[config.mk]
export PLATFORM = sky130hd
export DESIGN_NAME = seq_mult_datapath
export DESIGN_NICKNAME = d
export VERILOG_FILES = /design/src/rtl/seq_mult_datapath.sv
export SDC_FILE = /design/constraint.sdc
export NUM_CORES = 1
export LEC_CHECK = 0
export CORE_ASPECT_RATIO = 2
export CORE_MARGIN = 4
export CORE_UTILIZATION = 40
export DETAILED_ROUTE_END_ITERATION = 7
export PLACE_DENSITY_LB_ADDON = 0.05
export SLEW_MARGIN = 20
export SYNTH_ARGS = -nofsm -noshare
export SYNTH_HDL_FRONTEND = slang
export SYNTH_SLANG_ARGS = --single-unit
[constraint.sdc]
create_clock -name clk_i -period 3 [get_ports clk_i]
set_input_delay 0.3 -clock clk_i [delete_from_list [all_inputs] [get_ports clk_i]]
set_output_delay 0.3 -clock clk_i [all_outputs]
set_load 0.02 [all_outputs]
[src/rtl/seq_mult_datapath.sv]
// Shift-add datapath for the sequential multiplier.
// Holds the multiplicand (MD), the multiplier (MR), the result shift register
// (RS) with its carry bit, and a shift counter. It executes the controller's
// strobes, publishes the registered product with a one-cycle done pulse, and
// latches a sticky error when the controller breaks the strobe protocol.
module seq_mult_datapath #(
  parameter int WIDTH = 32
) (
  input  logic               clk_i,
  input  logic               rst_n_i,
  input  logic [WIDTH-1:0]   md_i,
  input  logic [WIDTH-1:0]   mr_in_i,
  input  logic               md_ld_i,
  input  logic               mr_ld_i,
  input  logic               rs_clear_i,
  input  logic               rs_load_i,
  input  logic               rs_shr_i,
  output logic [WIDTH-1:0]   mr_o,
  output logic [2*WIDTH-1:0] product_o,
  output logic               product_valid_o,
  output logic               done_o,
  output logic               err_o
);

  localparam int CW = $clog2(WIDTH) + 1;
  // Counter value at which the next shift completes the product.
  localparam logic [CW-1:0] CNT_LAST = CW'(WIDTH - 1);
  // Counter value once all WIDTH shifts have been performed.
  localparam logic [CW-1:0] CNT_FULL = CW'(WIDTH);

  // Architectural state.
  logic [WIDTH-1:0]   md_q;
  logic [WIDTH-1:0]   mr_q;
  logic [2*WIDTH-1:0] rs_q;
  logic               carry_q;
  logic [CW-1:0]      cnt_q;
  logic [2*WIDTH-1:0] product_q;
  logic               valid_q;
  logic               done_q;
  logic               err_q;

  // Next-state values.
  logic [2*WIDTH-1:0] rs_d;
  logic               carry_d;
  logic [CW-1:0]      cnt_d;
  logic [2*WIDTH-1:0] product_d;
  logic               valid_d;
  logic               done_d;
  logic               err_d;

  // Datapath helpers: the W+1-bit accumulate and the one-bit right shift.
  logic [WIDTH:0]     add_sum;
  logic [2*WIDTH-1:0] rs_shifted;
  logic               finished;

  assign add_sum    = {1'b0, rs_q[2*WIDTH-1:WIDTH]} + {1'b0, md_q};
  assign rs_shifted = {carry_q, rs_q[2*WIDTH-1:1]};
  assign finished   = (cnt_q == CNT_FULL);

  // Operand registers: independent loads, held otherwise.
  always_ff @(posedge clk_i or negedge rst_n_i) begin
    // NOTE: state is always written with non-blocking assignments so every
    // register samples the pre-edge values regardless of statement order.
    if (!rst_n_i) begin
      md_q <= '0;
      mr_q <= '0;
    end else begin
      if (md_ld_i) md_q <= md_i;
      if (mr_ld_i) mr_q <= mr_in_i;
    end
  end

  // Strobe decode: clear > load > shift, with protocol checks.
  always_comb begin
    // NOTE: every output of this block gets a hold/default value first, so no
    // path through the decode can leave a signal unassigned and infer a latch.
    rs_d      = rs_q;
    carry_d   = carry_q;
    cnt_d     = cnt_q;
    product_d = product_q;
    valid_d   = valid_q;
    done_d    = 1'b0;
    err_d     = err_q;

    if (rs_clear_i) begin
      rs_d      = '0;
      carry_d   = 1'b0;
      cnt_d     = '0;
      product_d = '0;
      valid_d   = 1'b0;
      err_d     = 1'b0;
    end else if ((rs_load_i || rs_shr_i) && finished) begin
      // Strobe after completion: flag it and leave the result untouched.
      err_d = 1'b1;
    end else if (rs_load_i) begin
      {carry_d, rs_d[2*WIDTH-1:WIDTH]} = add_sum;
      // A simultaneous shift is dropped and reported.
      if (rs_shr_i) err_d = 1'b1;
    end else if (rs_shr_i) begin
      rs_d    = rs_shifted;
      carry_d = 1'b0;
      cnt_d   = cnt_q + 1'b1;
      if (cnt_q == CNT_LAST) begin
        product_d = rs_shifted;
        valid_d   = 1'b1;
        done_d    = 1'b1;
      end
    end
  end

  // Result/status register bank with asynchronous clear.
  always_ff @(posedge clk_i or negedge rst_n_i) begin
    if (!rst_n_i) begin
      rs_q      <= '0;
      carry_q   <= 1'b0;
      cnt_q     <= '0;
      product_q <= '0;
      valid_q   <= 1'b0;
      done_q    <= 1'b0;
      err_q     <= 1'b0;
    end else begin
      rs_q      <= rs_d;
      carry_q   <= carry_d;
      cnt_q     <= cnt_d;
      product_q <= product_d;
      valid_q   <= valid_d;
      done_q    <= done_d;
      err_q     <= err_d;
    end
  end

  assign mr_o            = mr_q;
  assign product_o       = product_q;
  assign product_valid_o = valid_q;
  assign done_o          = done_q;
  assign err_o           = err_q;

endmodule
==> summary.md <==
| Metric | Value |
|---|---|
| EDFF count, synth | `0` |
| WHS Endpoint | `cnt_q[3]` |
| Fmax | `between 300 and 400 MHz` |
| Area Growth Syn to Fin | `30.0%` |
| Mapped Cells | `between 800 and 900` |
| Final worst path period need | `2.84 ns` |
| Via/cell ratio | `between 5 and 6` |
| Yosys warns | `0` |
| Clock Pin Slew Worst Setup and Hold Paths | `roughly 0.06 ns` |
| Initial antenna violation count | `0` |
| Placed Cells | `1315` |
| Fin nets | `~1.2k` |
| Port Buffers | `between 150 and 200` |
| Critical-path cell list | `ha_1 -> fa_1 -> a21o_1 -> a221o_1 -> a31oi_4 -> a2111oi_1 -> or3_4 -> a21boi_1 -> xor2_1 -> o21ai_1` |
| Net count after synthesis | `between 900 and 1k` |
| First-pass GRT wire length | `40.6 mm` |
| Drt total wl | `between 20 and 30 mm` |
| Hold Startpoint | `rs_clear_i` |
| CTS tree | `built` |
| Status | `finished, final reports clean` |
| Relative slew margins | `0.486` |
| Core box area | `about 23000 um2` |
| Crit end category | `flip-flop` |
| Peak VDD IR | `0.000423 V` |
| Pre-CTS WS | `around 0.11 ns` |
| CP required | `3.39 ns` |
| Buffer depth of the longest clock path | `3` |
| Worst hold path class | `in2reg` |
| H-tree depth | `1` |
| Highest net fanout along the worst path | `3` |
| Power Total | `7.83 mW` |
| Share of layout cells above drive strength 1 | `0.129` |
| Critical Path Source Type | `flip-flop` |
| Pre-antenna DRT Iters | `4` |
| Sink Count | `about 200` |
| Synth Register Bits | `about 200` |
| Antenna Nets Post-Route | `0` |
| Post-synth top area cell | `dfrtp_1` |
| Actual slew at the worst max-slew pin | `between 0.7 and 0.8 ns` |
| Setup slack after layout | `0.157 ns` |
| DRC violations left | `0` |
| Share of the synthesized area in the top cell type | `0.530` |
| Die Y | `about 230 um` |
| Final Max Tran Viols | `0` |
| Endpoints failing hold | `0` |
| Fin crit share | `0.948` |
| Total track usage | `0.196` |
| DR vias | `7322` |
| Syn Area/Cell | `~11 um2` |
| CTS Root Cell | `clkbuf_16` |
| Setup Skew | `0.0131 ns` |
| Final Hold Slack | `0.233 ns` |
| Area after DPL | `approximately 12000 um2` |
| Total CTS buffers | `20` |
| Fillers | `around 2.2k` |
| Die area | `roughly 26000 um2` |
| WL/cell | `19.0 um` |
| Cell row count | `a little under 80` |
| Main area contributors after synthesis | `dfrtp_1 (53%), mux2_2 (7.7%), o21ai_0 (5.5%), nand2_1 (4.7%), ha_1 (4.5%)` |
| Ant diodes | `0` |
| Die W | `between 100 and 150 um` |
| Reg2Reg Launch Point | `rs_q[32]` |
| Post-Syn Area | `between 9000 and 10000 um2` |
| Worst Hold Path Cells | `2` |
| Reg2reg path depth | `10` |
| Final Util | `0.529` |
| Setup violations, final | `0` |
| Post-route insts no fill | `between 1k and 1.5k` |
| Synth cell types | `56` |
| Seq/Total Area, Yosys | `0.530` |
| Vias in the first global route | `7560` |
| Worst setup path startpoint | `rs_q[32]` |
| DR iter-0 viols | `around 360` |
| Starting density of the core | `0.407` |
| Largest net degree at the start of global routing | `90` |
| Critical path class | `reg2reg` |
| CP max stage delay | `between 0.4 and 0.5 ns` |
| Clk Latency, worst-skew pair | `0.51 ns` |
| Hpwl dp | `18.6 mm` |
| Gp weighted congestion | `roughly 0.9` |
| Slowest CP cell | `fa_1` |
| Post-layout instance area | `between 10000 and 15000 um2` |
| Top FF cell, synth | `dfrtp_1` |
| Reg2reg setup slack | `between 0.15 and 0.2 ns` |
| Fraction of registers with async set/reset | `1.00` |
| IO Pins | `170` |
| Final setup TNS | `0 ns` |
| Worst EP arrival | `between 3 and 4 ns` |
| Max-Cap Viols | `0` |
| Pwr dens | `between 600 and 700 nW/um2` |
| Worst R2R End | `rs_q[60]` |
| Global route overflow | `0` |
| Cell leakage power | `~5.3 nW` |
| RSZ-0062 raised after global routing | `no` |
-- report_power, final --
group | total (mW) | internal, mW | switching, mW
clock | 2.70 | 1.64 | 1.06
sequential | 3.11 | 2.91 | 0.204
combinational | 2.02 | 0.877 | 1.14
-- kinds of logic after synthesis --
kind of cell | count (synthesis) | synth area share
mux | 68 | 0.0803
simple gates | 233 | 0.114
xor+xnor | 31 | 0.0286
buf+inv | 68 | 0.0276
compound gates | 254 | 0.172
flops | 201 | 0.530
fa+ha+maj | 35 | 0.0470
-- cell usage in the layout, fill, tap and decap left out, drive strengths merged, types with 3 or more instances in the layout --
cell           instances
a22o                  33
bufinv                 3
a2111oi                3
nand2                118
o21a                   8
nor2                  36
nand2b                35
buf                   30
inv                   14
xor2                  15
ha                    34
nor3                   5
xnor2                 16
nand4                 12
clkbuf                31
mux2                  65
or4                    3
or3                    3
o221ai                12
o21ai                106
and3                   5
mux2i                  3
a22oi                 15
a21oi                 44
o21bai                 4
clkdlybuf4s50        167
dfrtp                201
nand3                  7
a31oi                  3
o41ai                  3
a21o                   7
-- how the worst max path moves through the flow --
stage,end,cells past startpoint
3_5_place_dp,rs_q[54],10
6_report,rs_q[60],10
5_1_grt,rs_q[60],10
3_3_place_gp,rs_q[54],10
4_1_cts,rs_q[54],10
2_1_floorplan,carry_q,10
-- critical path, delay by kind of cell (launching register included) --
| family | cells | cell delay [ns] |
|---|---|---|
| AOI/OAI and AO/OA | 6 | 1.19 |
| xor gates and xnor gates | 1 | 0.16 |
| adders and majority gates | 2 | 0.62 |
| DFF | 1 | 0.40 |
| and+or+nand+nor | 1 | 0.35 |
-- what timing repair did --
item	4_1_cts	5_1_grt
setup endpoints to repair	0	2
setup buffers	0	2
hold endpoints to repair	85	0
hold buffers	1	0
resized for setup	0	2
-- synth_stat cells (2+ instances only) --
cell	n
dfrtp_1	201
nand2_1	118
o21ai_0	104
mux2_2	65
a21oi_1	44
clkbuf_1	42
nor2_1	36
nand2b_1	35
ha_1	34
a22o_1	33
xnor2_1	16
a22oi_1	15
xor2_1	15
inv_1	14
nand4_1	12
o221ai_1	12
o21a_1	8
a21o_1	7
buf_1	7
nand3_1	7
and3_1	5
buf_2	4
nor3_1	4
o21bai_1	4
mux2i_1	3
o41ai_1	3
or4_1	3
a2111oi_0	2
a211o_1	2
a221o_1	2
a221oi_1	2
a222oi_1	2
a31oi_1	2
nor2b_1	2
o211ai_1	2
o21ai_1	2
or3_1	2
-- area by class of cell --
| type | count | area [um2] | share of cell area |
|---|---|---|---|
| multi-input combinational | 621 | 4230 | 0.343 |
| tap | 283 | 354 | 0.0287 |
| clock buffer | 30 | 599 | 0.0486 |
| timing repair buffer | 199 | 1970 | 0.160 |
| clock inverter | 5 | 106 | 0.00862 |
| inverter | 14 | 52.6 | 0.00426 |
| sequential | 201 | 5030 | 0.408 |
-- routing by layer --
layer | track usage | share of wire
met5 | 0 | 0
met2 | 0.377 | 0.57
met1 | 0.211 | 0.36
met4 | 0.0744 | 0.034
met3 | 0.0231 | 0.036
-- state kept, by name (all words and copies together) (netlist names) --
signal	cells
product_o	64
carry_q	1
product_valid_o	1
done_o	1
cnt_q	6
md_q	32
err_o	1
rs_q	63
mr_o	32
No activity file was read; power rests on OpenSTA's default activity.
==> RTL edit 1 (same settings) <==
Reset style: synchronous (`rst_n_i`), changed in 2 clocked blocks. Comments in the files are not updated.
--- a/src/rtl/seq_mult_datapath.sv
+++ b/src/rtl/seq_mult_datapath.sv
@@ -58,7 +58,7 @@
   assign finished   = (cnt_q == CNT_FULL);
 
   // Operand registers: independent loads, held otherwise.
-  always_ff @(posedge clk_i or negedge rst_n_i) begin
+  always_ff @(posedge clk_i) begin
     // NOTE: state is always written with non-blocking assignments so every
     // register samples the pre-edge values regardless of statement order.
     if (!rst_n_i) begin
@@ -109,7 +109,7 @@
   end
 
   // Result/status register bank with asynchronous clear.
-  always_ff @(posedge clk_i or negedge rst_n_i) begin
+  always_ff @(posedge clk_i) begin
     if (!rst_n_i) begin
       rs_q      <= '0;
       carry_q   <= 1'b0;
Formal check against the unedited RTL: differs if rst_n_i is asserted again (counterexample within 4 cycles, from zero or initial values and one cycle with rst_n_i low); with rst_n_i held inactive, the same outputs for 4 cycles.
==> RTL edit 1 against the original RTL <==
Sequential cell count unchanged. Area after synthesis down 3.4%. Sequential share of layout area down 6.7 points. Die area down 3.2%. Design area down 4.3%. Wire length up 3.6%. Critical path depth unchanged. Synthesized cell count up 21%. Setup slack better by 0.24 ns. Count of clock-buffer cells in the layout down 5. Maximum frequency up 9.2%. Critical path type unchanged.
Power is not compared: it rests on default switching activity, and its combinational part moved more than twofold at a synthesized area within 25%.
==> RTL edit 1: results (changes against the original RTL) <==
placed_design:
  hpwl_um: 19200  # was 18600 µm
  gp_congestion: 0.949  # was 0.899
  io_buffer_count: 169  # unchanged
grt:
  grt_usage_pct: 20.4  # was 19.6%
  grt_antenna_before_repair: 1  # was 0
  first_global_vias: 8037  # was 7560
  maximum_number_of_pins_on_one_net_before_global_route_repair: 124  # was 90
  grt_pass1_wl_um: 42200  # was 40600 µm
  global_route.overflow_total: 0  # unchanged
yosys:
  synth_area_leaders: "dfxtp_1 44%, nand2_1 9.5%, a21oi_1 8.4%, mux2i_1 7.0%, nor2b_1 4.8%"  # was dfrtp_1 53%, mux2_2 7.7%, o21ai_0 5.5%, nand2_1 4.7%, ha_1 4.5%
  async_flop_share_pct: 0  # was 100%
  syn_nets: 1186  # was 996
  yosysSeqAreaShare_pct: 43.9  # was 53.0%
  yosys_warning_total: 0  # unchanged
  synth_top_cells_by_count: "232 x nand2_1, 201 x dfxtp_1, 153 x a21oi_1"  # was 201 x dfrtp_1, 118 x nand2_1, 104 x o21ai_0
  synth_cell_types: 65  # was 56
layout:
  largest_register_ffs: 64  # unchanged
  drive_gt1_share_pct: 6.78  # was 12.9%
  finalNetCount: 1331  # was 1163
worst_setup_path:
  arrival_ns: 3.00  # was 3.23 ns
  crit_fanout: 4  # was 3
power_and_ir_drop:
  standby_leakage_power_nw: 4.39
  irDropWorstVdd_mv: 0.429
clock_network:
  post-cts-setup-buffer-count: 0  # unchanged
  clock_path_buffers: 3  # unchanged
  cts.root.buffer_cell: "clkbuf_16"  # unchanged
timing:
  worst_clock_skew_ns: 0.00723  # was 0.0131 ns
  tightest_slew_ns: 0.968  # was 0.771 ns
routing:
  dr.first_iter.drc_count: 407  # was 362
  finalWirelength_um: 26600  # was 25700 µm
  detail_route.vias_per_cell: 5.24  # was 5.41
run_status:
  outcome: "finished, final reports clean"  # unchanged
-- RTL edit 1: cell types whose count changed after synthesis, moves of 32 or more --
cell	unedited run	this run
a21oi_1	44	153
nand2_1	118	232
dfxtp_1	0	201
mux2i_1	3	64
nand2b_1	35	1
a22o_1	33	1
o21ai_0	104	34
dfrtp_1	201	0
nor2b_1	2	70
mux2_2	65	0
-- RTL edit 1: cells by family after synthesis --
group | after synthesis | synth area share [%]
mux | 64 | 6.99
flops | 201 | 43.9
buf+inv | 80 | 3.61
simple gates | 401 | 20.0
compound gates | 267 | 17.6
fa+ha+maj | 35 | 4.86
xor+xnor | 32 | 3.06
-- RTL edit 1: final timing paths --
kind | from | depth (start not counted) | slack [ns] | end
setup reg to reg | rs_q[32] | 10 | 0.40 | carry_q
setup / recovery | rs_q[32] | 10 | 0.40 | carry_q
hold / removal | rst_n_i | 5 | 0.30 | rs_q[55]
hold reg to reg | product_o[23] | 2 | 0.45 | product_o[23]
-- RTL edit 1: per-stage QoR --
stage / std cells / worst slack (ns) / util, % / hold WS, ns / cell area (µm²)
finish: 1520 / 0.397 / 52.1 / 0.297 / 11800
global route: 1520 / 0.192 / 52.1 / 0.327 / 11800
CTS: 1519 / 0.374 / 52.1 / 0.285 / 11800
detailed placement: 1483 / 0.388 / 49.1 / 0.446 / 11100
global placement: 1483 / 0.441 / 49.1 / 0.441 / 11100
floorplan: 1080 / 0.722 / - / 0.432 / 9160
-- RTL edit 1: cell type report --
cell class | count | area, µm²
Inverter | 9 | 33.8
Clock buffer | 25 | 561
Tap cell | 280 | 350
Clock inverter | 11 | 120
Antenna cell | 1 | 2.50
Multi-Input combinational cell | 799 | 4820
Sequential cell | 201 | 4020
Timing Repair Buffer | 194 | 1890
Fill cell | 2240 | 10800
-- RTL edit 1: critical path: stages, from the launching register on --
cell and delay (ns):
dfxtp_1 0.34, ha_1 0.22, fa_1 0.42, a21oi_1 0.23
o211ai_1 0.17, nand3_1 0.14, nand2_1 0.09, a31oi_1 0.32
o31a_1 0.23, o21ai_0 0.11, a41o_1 0.24
-- RTL edit 1: power by group --
part | internal, mW | switching (mW)
logic | 0.295 | 0.327
clock network | 1.51 | 1.10
registers | 2.74 | 0.0530
total | 4.54 | 1.48
-- RTL edit 1: routing by layer --
layer / vias to the layer above / wire length (µm) / global-route usage, %
met3: 65 / 1020 / 2.62
met5: - / 0 / 0
met1: 3714 / 9680 / 21.3
met4: 0 / 1140 / 9.33
li1: 4012 / - / -
met2: 173 / 14700 / 39.0
==> RTL edit 2 (same flow settings) <==
Without the edit above. Change the parameter `WIDTH` from 32 to 64.
--- a/src/rtl/seq_mult_datapath.sv
+++ b/src/rtl/seq_mult_datapath.sv
@@ -4,7 +4,7 @@
 // strobes, publishes the registered product with a one-cycle done pulse, and
 // latches a sticky error when the controller breaks the strobe protocol.
 module seq_mult_datapath #(
-  parameter int WIDTH = 32
+  parameter int WIDTH = 64
 ) (
   input  logic               clk_i,
   input  logic               rst_n_i,
Ports: changed (resized md_i, mr_in_i, mr_o and product_o); port bits go from 170 to 330. No check against the original RTL was run, so the function may have changed too.
==> RTL edit 2 against the original RTL <==
Setup slack worse by 0.18 ns. Maximum frequency down 6.1%. Area after synthesis up 110%. Critical endpoint is now carry_q. Design area up 120%. Total power up 120%. Wire length up 140%. The flow now finishes with violations (negative setup slack). Clock skew up 0.0042 ns. Sequential cell count up 193.
==> RTL edit 2: results (changes against the original RTL) <==
grt:
  first_global_vias: 17700  # was 7560
  grt_pass1_wl_um: 97100  # was 40600 µm
  maximum_number_of_pins_on_one_net_before_global_route_repair: 103  # was 90
  grt_usage_pct: 23.2  # was 19.6%
placed_design:
  dp_worst_setup_slack_ns: -0.354  # was 0.112 ns
  placed_cells: 3080  # was 1315
  gp_congestion: 0.935  # was 0.899
  dpl-instance-area_mm2: 0.0249  # was 0.0116 mm²
  io_buffer_count: 329  # was 169
  hpwl_um: 46800  # was 18600 µm
power_and_ir_drop:
  switching_share_pct: 32.7  # was 30.7%
  share_comb_of_total_power_pct: 34.8  # was 25.8%
  pwr.group.combinational_mw: 5.91  # was 2.02 mW
  standby_leakage_power_nw: 11.6  # was 5.31 nW
  powerClk_mw: 5.02  # was 2.70 mW
run_status:
  outcome: "complete, but fails checks"  # was finished, final reports clean
  failing_checks: "negative setup slack"
routing:
  dr_wl_met2_um: 34800  # was 14600 µm
  dr.first_iter.drc_count: 737  # was 362
  drt_pre_antenna_iters: 7  # was 4
  met3_length_um: 3300  # was 933 µm
  via_count: 16700  # was 7322
  top_signal_layer_used: "met4"  # unchanged
layout:
  final_cells: 3165  # was 1353
  multiInputGateArea_mm2: 0.00984  # was 0.00423 mm²
  nonClockBufferCount: 545  # was 199
  flow.area_growth_from_synthesis_pct: 36.2  # was 30.0%
  drive_gt1_share_pct: 19.9  # was 12.9%
  buf_share_pct: 18.7  # was 16.0%
  clock_area_share_pct: 4.80  # was 5.72%
  seqCellArea_mm2: 0.00986  # was 0.00503 mm²
  largest_register_ffs: 128  # was 64
  finalNetCount: 2701  # was 1163
worst_setup_path:
  crit_fanout: 4  # was 3
  critical_path.max_stage_delay_ns: 0.36  # was 0.41 ns
  arrival_ns: 3.51  # was 3.23 ns
timing:
  final_critical_path_setup_slack_ns: -0.0267  # was 0.157 ns
  finalSetupTns_ns: -0.0403  # was 0 ns
  setup_viol: 2  # was 0
  worst_clock_skew_ns: 0.0173  # was 0.0131 ns
  tightest_slew_ns: 0.953  # was 0.771 ns
yosys:
  ys_ff_latch: 394  # was 201
  synth_cell_types: 70  # was 56
  synth_top_cells_by_count: "418 x nand2_1, 394 x dfrtp_1, 225 x a21oi_1"  # was 201 x dfrtp_1, 118 x nand2_1, 104 x o21ai_0
  syn_nets: 2256  # was 996
  yosysSeqAreaShare_pct: 49.9  # was 53.0%
  synth_area_leaders: "dfrtp_1 50%, nand2_1 7.9%, mux2_2 7.4%, a21oi_1 5.7%, ha_1 4.2%"  # was dfrtp_1 53%, mux2_2 7.7%, o21ai_0 5.5%, nand2_1 4.7%, ha_1 4.5%
  syn_avg_cell_area_um2: 9.61  # was 10.7 µm²
clock_network:
  cts.root.buffer_cell: "clkbuf_16"  # unchanged
  post-cts-setup-buffer-count: 14  # was 0
  post_cts.resized_instances: 44  # was 0
  clock_tree.htree_level_count: 2  # was 1
floorplan:
  floorplan.rows: 114  # was 79
RTL edit 2: kinds of logic (layout without fill, tap and decap cells):
family	Yosys count	count (layout)	synth area share [%]
buf+inv	159	632	3.11
simple gates	715	715	16.0
fa+ha+maj	67	67	4.28
flops	394	394	49.9
xor+xnor	59	59	2.62
mux	151	151	8.47
compound gates	509	509	15.6
RTL edit 2: worst paths after layout:
check	start	end	slack, ns	cells after the start
max reg2reg	rs_q[64]	carry_q	-0.03	14
min	mr_ld_i	mr_o[10]	0.09	2
max in group asynchronous	rst_n_i	product_o[46]	1.64	4
max	rs_q[64]	carry_q	-0.03	14
min reg2reg	rs_q[1]	rs_q[1]	0.48	2
min in group asynchronous	rst_n_i	mr_o[58]	0.32	2
RTL edit 2: metal layers:
layer,global-route usage (%),vias up
met2,45.0,437
li1,-,8017
met3,3.77,134
met4,10.2,0
met1,23.9,8114
met5,0,-
